### src/rtl/edge_detect_array_if.sv
// Bundles the data-side signals of edge_detect_array; clock and reset stay plain ports.
// The EDGE_CNT_EN macro adds the counter clear input and the packed per-channel counts.
interface edge_detect_array_if #(
    parameter int CH     = 8,
    parameter int FILT_W = 4
`ifdef EDGE_CNT_EN
    ,
    parameter int CNT_W  = 16
`endif
);
    logic [CH-1:0]     I_sig;
    logic [1:0]        I_mode;
    logic [FILT_W-1:0] I_filtLen;
    logic              I_clrSticky;
    logic [CH-1:0]     O_edgePulse;
    logic [CH-1:0]     O_edgeRise;
    logic [CH-1:0]     O_sticky;
    logic              O_anyEdge;

`ifdef EDGE_CNT_EN
    logic                I_clrCnt;
    logic [CH*CNT_W-1:0] O_edgeCnt;

    modport master (
        output I_sig, I_mode, I_filtLen, I_clrSticky, I_clrCnt,
        input  O_edgePulse, O_edgeRise, O_sticky, O_anyEdge, O_edgeCnt
    );

    modport slave (
        input  I_sig, I_mode, I_filtLen, I_clrSticky, I_clrCnt,
        output O_edgePulse, O_edgeRise, O_sticky, O_anyEdge, O_edgeCnt
    );
`else
    modport master (
        output I_sig, I_mode, I_filtLen, I_clrSticky,
        input  O_edgePulse, O_edgeRise, O_sticky, O_anyEdge
    );

    modport slave (
        input  I_sig, I_mode, I_filtLen, I_clrSticky,
        output O_edgePulse, O_edgeRise, O_sticky, O_anyEdge
    );
`endif
endinterface

### src/rtl/edge_detect_array.sv
// Multi-channel synchronise / glitch-filter / edge-detect / sticky-flag block.
// Defining EDGE_CNT_EN adds saturating per-channel edge counters.
module edge_detect_array #(
    parameter int CH          = 8,
    parameter int SYNC_STAGES = 2,
    parameter int FILT_W      = 4
`ifdef EDGE_CNT_EN
    ,
    parameter int CNT_W       = 16
`endif
) (
    input  logic               I_clk,
    input  logic               I_rstN,
    edge_detect_array_if.slave bus
);

    localparam int PRIME_N = SYNC_STAGES + 1;
    localparam int PW      = $clog2(PRIME_N + 1);

    typedef enum logic [0:0] {
        ST_PRIME,
        ST_RUN
    } state_t;

    state_t            r_state;
    state_t            w_stateNext;
    logic [PW-1:0]     r_prime;
    logic [PW-1:0]     w_primeNext;
    logic              w_priming;

    logic [CH-1:0]     r_sync [SYNC_STAGES];
    logic [CH-1:0]     w_y;

    logic [CH-1:0]     r_s;
    logic [CH-1:0]     r_sOld;
    logic [CH-1:0]     w_sNext;
    logic [FILT_W-1:0] r_fcnt     [CH];
    logic [FILT_W-1:0] w_fcntNext [CH];

    logic [CH-1:0]     w_rise;
    logic [CH-1:0]     w_fall;
    logic [CH-1:0]     r_pulse;
    logic [CH-1:0]     r_rise;
    logic [CH-1:0]     r_sticky;
    logic              r_any;

    always_ff @(posedge I_clk or negedge I_rstN) begin
        if (!I_rstN) begin
            r_state <= ST_PRIME;
            r_prime <= '0;
        end else begin
            r_state <= w_stateNext;
            r_prime <= w_primeNext;
        end
    end

    // Priming lasts long enough for the synchroniser to fill before S is trusted.
    always_comb begin
        w_stateNext = r_state;
        w_primeNext = r_prime;
        w_priming   = 1'b0;
        case (r_state)
            ST_PRIME: begin
                w_priming   = 1'b1;
                w_primeNext = r_prime + 1'b1;
                if (r_prime == PW'(PRIME_N - 1)) begin
                    w_stateNext = ST_RUN;
                end
            end
            ST_RUN: begin
                w_stateNext = ST_RUN;
            end
            default: begin
                w_stateNext = ST_PRIME;
            end
        endcase
    end

    always_ff @(posedge I_clk or negedge I_rstN) begin
        if (!I_rstN) begin
            for (int s = 0; s < SYNC_STAGES; s++) begin
                r_sync[s] <= '0;
            end
        end else begin
            r_sync[0] <= bus.I_sig;
            for (int s = 1; s < SYNC_STAGES; s++) begin
                r_sync[s] <= r_sync[s-1];
            end
        end
    end

    assign w_y = r_sync[SYNC_STAGES-1];

    // Using >= rather than == lets a length lowered mid-count still complete.
    always_comb begin
        w_sNext = r_s;
        for (int c = 0; c < CH; c++) begin
            w_fcntNext[c] = '0;
            if (w_priming) begin
                w_sNext[c] = w_y[c];
            end else if (w_y[c] != r_s[c]) begin
                if (r_fcnt[c] >= bus.I_filtLen) begin
                    w_sNext[c] = w_y[c];
                end else begin
                    w_fcntNext[c] = r_fcnt[c] + 1'b1;
                end
            end
        end
    end

    // r_sOld tracks Y during priming so the first running cycle sees no edge.
    always_ff @(posedge I_clk or negedge I_rstN) begin
        if (!I_rstN) begin
            r_s    <= '0;
            r_sOld <= '0;
            for (int c = 0; c < CH; c++) begin
                r_fcnt[c] <= '0;
            end
        end else begin
            r_s    <= w_sNext;
            r_sOld <= w_priming ? w_y : r_s;
            for (int c = 0; c < CH; c++) begin
                r_fcnt[c] <= w_fcntNext[c];
            end
        end
    end

    assign w_rise = r_s & ~r_sOld;
    assign w_fall = ~r_s & r_sOld;

    always_ff @(posedge I_clk or negedge I_rstN) begin
        if (!I_rstN) begin
            r_pulse  <= '0;
            r_rise   <= '0;
            r_sticky <= '0;
            r_any    <= 1'b0;
        end else begin
            r_pulse  <= w_priming ? '0 :
                        ((w_rise & {CH{bus.I_mode[0]}}) | (w_fall & {CH{bus.I_mode[1]}}));
            r_rise   <= w_priming ? '0 : w_rise;
            r_sticky <= (r_sticky & ~{CH{bus.I_clrSticky}}) | r_pulse;
            r_any    <= |r_pulse;
        end
    end

    assign bus.O_edgePulse = r_pulse;
    assign bus.O_edgeRise  = r_rise;
    assign bus.O_sticky    = r_sticky;
    assign bus.O_anyEdge   = r_any;

`ifdef EDGE_CNT_EN
    localparam logic [CNT_W-1:0] CNT_MAX = '1;

    logic [CNT_W-1:0] r_edgeCnt [CH];

    // A clear coinciding with a pulse leaves that pulse counted.
    always_ff @(posedge I_clk or negedge I_rstN) begin
        if (!I_rstN) begin
            for (int c = 0; c < CH; c++) begin
                r_edgeCnt[c] <= '0;
            end
        end else begin
            for (int c = 0; c < CH; c++) begin
                if (bus.I_clrCnt) begin
                    r_edgeCnt[c] <= CNT_W'(r_pulse[c]);
                end else if (r_pulse[c] && (r_edgeCnt[c] != CNT_MAX)) begin
                    r_edgeCnt[c] <= r_edgeCnt[c] + 1'b1;
                end
            end
        end
    end

    for (genvar g = 0; g < CH; g++) begin : g_cntOut
        assign bus.O_edgeCnt[g*CNT_W +: CNT_W] = r_edgeCnt[g];
    end
`endif

endmodule

### src/flat_wrapper.sv
// flat-port wrapper written by rule: the top's interface ports become plain ports
module edge_detect_array_flat 
#(
    parameter int CH          = 8,
    parameter int SYNC_STAGES = 2,
    parameter int FILT_W      = 4

)
  (I_clk, I_rstN, bus_I_sig, bus_I_mode, bus_I_filtLen, bus_I_clrSticky, bus_O_edgePulse, bus_O_edgeRise, bus_O_sticky, bus_O_anyEdge);
  edge_detect_array_if #(.CH(CH), .FILT_W(FILT_W)) bus_i ();
  input  logic I_clk;
  input  logic I_rstN;
  input wire logic [$bits(bus_i.I_sig)-1:0] bus_I_sig;
  input wire logic [$bits(bus_i.I_mode)-1:0] bus_I_mode;
  input wire logic [$bits(bus_i.I_filtLen)-1:0] bus_I_filtLen;
  input wire logic [$bits(bus_i.I_clrSticky)-1:0] bus_I_clrSticky;
  output wire logic [$bits(bus_i.O_edgePulse)-1:0] bus_O_edgePulse;
  output wire logic [$bits(bus_i.O_edgeRise)-1:0] bus_O_edgeRise;
  output wire logic [$bits(bus_i.O_sticky)-1:0] bus_O_sticky;
  output wire logic [$bits(bus_i.O_anyEdge)-1:0] bus_O_anyEdge;
  assign bus_i.I_sig = bus_I_sig;
  assign bus_i.I_mode = bus_I_mode;
  assign bus_i.I_filtLen = bus_I_filtLen;
  assign bus_i.I_clrSticky = bus_I_clrSticky;
  assign bus_O_edgePulse = bus_i.O_edgePulse;
  assign bus_O_edgeRise = bus_i.O_edgeRise;
  assign bus_O_sticky = bus_i.O_sticky;
  assign bus_O_anyEdge = bus_i.O_anyEdge;
  edge_detect_array #(.CH(CH), .SYNC_STAGES(SYNC_STAGES), .FILT_W(FILT_W)) u_core (.I_clk(I_clk), .I_rstN(I_rstN), .bus(bus_i));
endmodule
### config.mk
export PLATFORM = sky130hd
export DESIGN_NAME = edge_detect_array_flat
export DESIGN_NICKNAME = d
export VERILOG_FILES = /design/src/rtl/edge_detect_array_if.sv /design/src/rtl/edge_detect_array.sv /design/src/flat_wrapper.sv
export SDC_FILE = /design/constraint.sdc
export NUM_CORES = 1
export LEC_CHECK = 0
export ABC_CLOCK_PERIOD_IN_PS = 3600
export BUFFER_PORTS_ARGS = -buffer_cell sky130_fd_sc_hd__buf_2
export CAP_MARGIN = 25
export CORE_MARGIN = 5
export CORE_UTILIZATION = 35
export CTS_BUF_LIST = sky130_fd_sc_hd__clkbuf_8
export CTS_CLUSTER_SIZE = 20
export DETAILED_ROUTE_END_ITERATION = 16
export GPL_TIMING_DRIVEN = 0
export PLACE_DENSITY = 0.51
export SYNTH_ARGS = -nofsm -noshare
export SYNTH_HDL_FRONTEND = slang
export SYNTH_SLANG_ARGS = --single-unit
### constraint.sdc
create_clock -name I_clk -period 3.6 [get_ports I_clk]
set_clock_uncertainty 0.2 [all_clocks]
set_input_delay 0.72 -clock I_clk [delete_from_list [all_inputs] [get_ports I_clk]]
set_output_delay 0.72 -clock I_clk [all_outputs]
set_load 0.03 [all_outputs]
Word-level counts from Yosys, hierarchy flattened
Cells that the tools add are included.
{"block": "totals", "reg_bits": 92, "inputBits": 17, "out_inout_bits": 25, "word_cells": 140}
{"block": "op_classes", "add_sub_neg": 9, "n_lt_le_gt_ge": 8, "n_eq_ne": 25, "n_mux": 53, "bitwise": 11, "n_reduce_logical": 9}
{"op": "4-bit two-way mux", "count": 24}
{"op": "8-bit AND", "count": 5}
{"op": "4-bit by 1-bit adder with 4-bit output, second input constant", "count": 8}
{"op": "4-bit >= comparator", "count": 8}
{"op": "2-bit inequality test, second input constant", "count": 16}
{"op": "1-bit two-way mux", "count": 25}
{"op": "8-bit two-way mux", "count": 3}
{"op": "8-bit inverter", "count": 3}
{"op": "8-bit bitwise OR", "count": 2}
{"op": "2-bit AND reduction", "count": 8}
{"op": "1-bit inequality test", "count": 8}
{"op": "8-bit OR reduction", "count": 1}
{"op": "2-bit by 1-bit adder with 2-bit output, second input constant", "count": 1}
{"op": "2-bit == test, second input constant", "count": 1}
{"op": "1-bit one-hot mux with 2 select lines", "count": 1}
{"op": "1-bit inverter", "count": 1}

Depth between registers and ports, before layout
{"block": "depth", "depth_word": 5, "mapped_depth": 5, "mapped_depth_nobuf": 5}

Worst setup path after synthesis
No wires, ideal clock.
{"block": "synth_timing", "path_type": "input -> register", "startpoint": "input port bus_I_filtLen[1]", "endpoint": "register u_core.r_s[7]", "setup_ns": 0.125, "arrival_time_ns": 1.761, "required_time_ns": 3.275, "path_slack_ns": 1.514, "cell_stages": 5, "n_path_buf": 0, "path_cell_list": "inv_1 > ha_1 > o211ai_1 > o211ai_1 > mux2_4"}
{"block": "synth_via", "elab_chain_len": 3}
{"item": "from (decl)", "line_no": "flat_wrapper.sv:15", "source": "input wire logic [$bits(bus_i.I_filtLen)-1:0] bus_I_filtLen;"}
{"item": "4-bit >= comparator", "line_no": "edge_detect_array.sv:102", "source": "if (r_fcnt[c] >= bus.I_filtLen) begin"}
{"item": "2-bit inequality test (no source line)"}
{"item": "2-bit AND reduction (no source line)"}
{"item": "to (signal assigned)", "line_no": "edge_detect_array.sv:120", "source": "r_s <= w_sNext;"}
{"item": "to (decl)", "line_no": "edge_detect_array.sv:34", "source": "logic [CH-1:0] r_s;"}
Every way passes these cells.
A chain may end at the register's enable or synchronous reset.

Final worst setup path
{"block": "layout_timing", "startpoint": "input port bus_I_filtLen[1]", "endpoint": "register u_core.r_s[0]"}
The elaborated chain is that of the path after synthesis.

==> results.cfg <==
[place]
dp_cells = 541
placed_area_um2 = 4540
place_hpwl_mm = 5.45
io_buffers = 39
place_ws_ns = 1.14
gp_congestion = 0.734

[yosys]
syn_area_per_cell_um2 = 11.5
yosys-top-cells-count = dfrtp_1, ha_1, nor2_1
yosys.area.top_type = dfrtp_1
synthArstFlopShare = 1.00
netlist_instances = 358
synth.yosys.seq_area_share = 0.557
synth_nets = 416
synth.distinct_cells = 25
post-synth-top-area-fraction = 0.557
synth_edf_count = 0
syn-cell-area_um2 = 4130
synth-main-ff-cell = dfrtp_1
synthTopCellsByArea = dfrtp_1, ha_1, nor2_1
yosysMostFrequentCell = dfrtp_1
ys_ff_latch = 92
ys_warn_count = 0

[job]
maxCapViolations = 0

[floorplanning]
die_w_um = 119
die_area_um2 = 14100
initial_utilization = 0.359
die_h_um = 119
ios = 42
rows = 39
core_um2 = 11500

[critical_path]
critPathLaunchType = primary input
path_max_fanout = 8
r2r_end = u_core.r_s[0]
cp-end-kind = flop
reg2reg_slack_ns = 1.79
reg2reg_depth = 5
r2r-start = u_core.r_fcnt[28]
worstSetupPathType = in -> reg
critPathArrivalTime_ns = 2.10
cp_data_required_time_ns = 3.65

[cells_and_area]
area_growth_pct = 15.1
drive_gt1_frac = 0.159
seq_area_um2 = 2300
fill_cells = 1115
utilization = 0.413
fin_area_um2 = 4760
multi_input_area_um2 = 1690
antenna_cells = 0
nets = 467
fin_cells = 557

[timing]
timing.hold.ws_ns = 0.132
period_minus_slack_ns = 2.05
fin_ws_ns = 1.55
slew_headroom = 0.626
rsz0062_at_grt = no
tightest_slew_ns = 0.561
final_max_slew_viol_count = 0
setup_viol = 0
period_share = 0.570
finalSetupTns_ns = 0
finalHoldViolCount = 0
fmax_mhz = 488

[route]
wl_mm = 7.64
viasPerCell = 4.69
drt_iter0_markers = 187
drtPass1Iterations = 4
ant_nets = 0
dr_total_vias = 2614
wl_per_cell_um = 13.7
drc = 0

[clock_tree]
post_cts_resized = 0
htreeDepth = 3
clockBufferDepth = 2
cts_hold_buf = 0
cts_tree = done
clock_latency_ns = 0.37
cts-root-buf = clkbuf_8
cts_setup_buffers = 0
cts_sinks = 92
clk_pin_slew_ns = 0.09
cts_buffers = 9

[power]
powerDensity_nw_per_um2 = 740
total_leakage_power_nw = 2.38
vdd_drop_max_mv = 0.177
total_power_mw = 3.52

[global_routing]
grt_max_degree = 52
grt_util_all_layers = 0.121
antenna_found_initial = 0
grt_pass1_vias = 2677
grt.overflow.total = 0
grt_pass1_wl_mm = 13.3

[outcome]
status = finished, final reports clean

[hold_path]
hp-class = in -> async
## power breakdown
part           leakage (nW)  switching (mW)  internal, mW
clock                 0.112           0.347         0.395
combinational          1.13           0.704         0.464
sequential             1.14           0.252          1.36
total                  2.38            1.30          2.22
## kinds of logic (layout without fill, tap and decap cells)
kind of cell,Yosys count,count (layout),share of synthesized area
flops,92,92,0.557
xor+xnor,25,25,0.0530
simple gates,108,108,0.125
mux,9,9,0.0260
fa+ha+maj,41,41,0.124
buf+inv,35,91,0.0336
compound gates,48,48,0.0806
## how the worst max path moves through the flow
| stage | to | cells past startpoint | slack (ns) | startpoint |
|---|---|---|---|---|
| 2_1_floorplan | u_core.r_s[7] | 5 | 1.51 | bus_I_filtLen[1] |
| 3_3_place_gp | u_core.w_y[1] | 1 | 0.70 | I_rstN |
| 3_5_place_dp | u_core.r_s[0] | 6 | 1.14 | bus_I_filtLen[1] |
| 4_1_cts | u_core.r_s[0] | 6 | 1.54 | bus_I_filtLen[1] |
| 5_1_grt | u_core.r_s[0] | 6 | 1.48 | bus_I_filtLen[1] |
| 6_report | u_core.r_s[0] | 6 | 1.55 | bus_I_filtLen[1] |
## worst max-delay path, stage by stage
cell,delay [ns]
buf_2,0.09
inv_1,0.31
ha_1,0.31
o211ai_1,0.23
o211ai_1,0.14
mux2_4,0.31
## sequential cells by signal, indices dropped and copies added, names as in the netlist
| name | flops |
|---|---|
| u_core.bus.O_edgePulse | 8 |
| u_core.bus.O_anyEdge | 1 |
| u_core.r_sync | 8 |
| u_core.r_prime | 2 |
| u_core.r_s | 8 |
| u_core.r_sOld | 8 |
| u_core.w_y | 8 |
| u_core.r_state | 1 |
| u_core.bus.O_sticky | 8 |
| u_core.r_fcnt | 32 |
| u_core.bus.O_edgeRise | 8 |
## layout by cell type (no fill, tap or decap), types with 9 or more instances in the layout
cell,netlist,routed
clkbuf_8,0,13
xnor2_1,9,9
ha_1,41,41
nor2_1,40,40
dfrtp_1,92,92
o211ai_1,16,16
inv_1,30,30
nand2_1,27,27
o21ai_0,14,14
buf_2,0,38
xor2_1,16,16
## metal layers
metal / global-route usage / wire length, um
met1: 0.153 / 3720
met2: 0.190 / 3430
met3: 0.0463 / 364
met4: 0.0413 / 120
met5: 0 / 0
## final cells by class
type / instances / area share
sequential: 92 / 0.484
multi-input combinational: 231 / 0.355
timing repair buffer: 40 / 0.0473
clock buffer: 13 / 0.0376
tap: 143 / 0.0376
inverter: 30 / 0.0237
clock inverter: 3 / 0.00894
buffer: 5 / 0.00552
(Power assumes the default switching activity.)
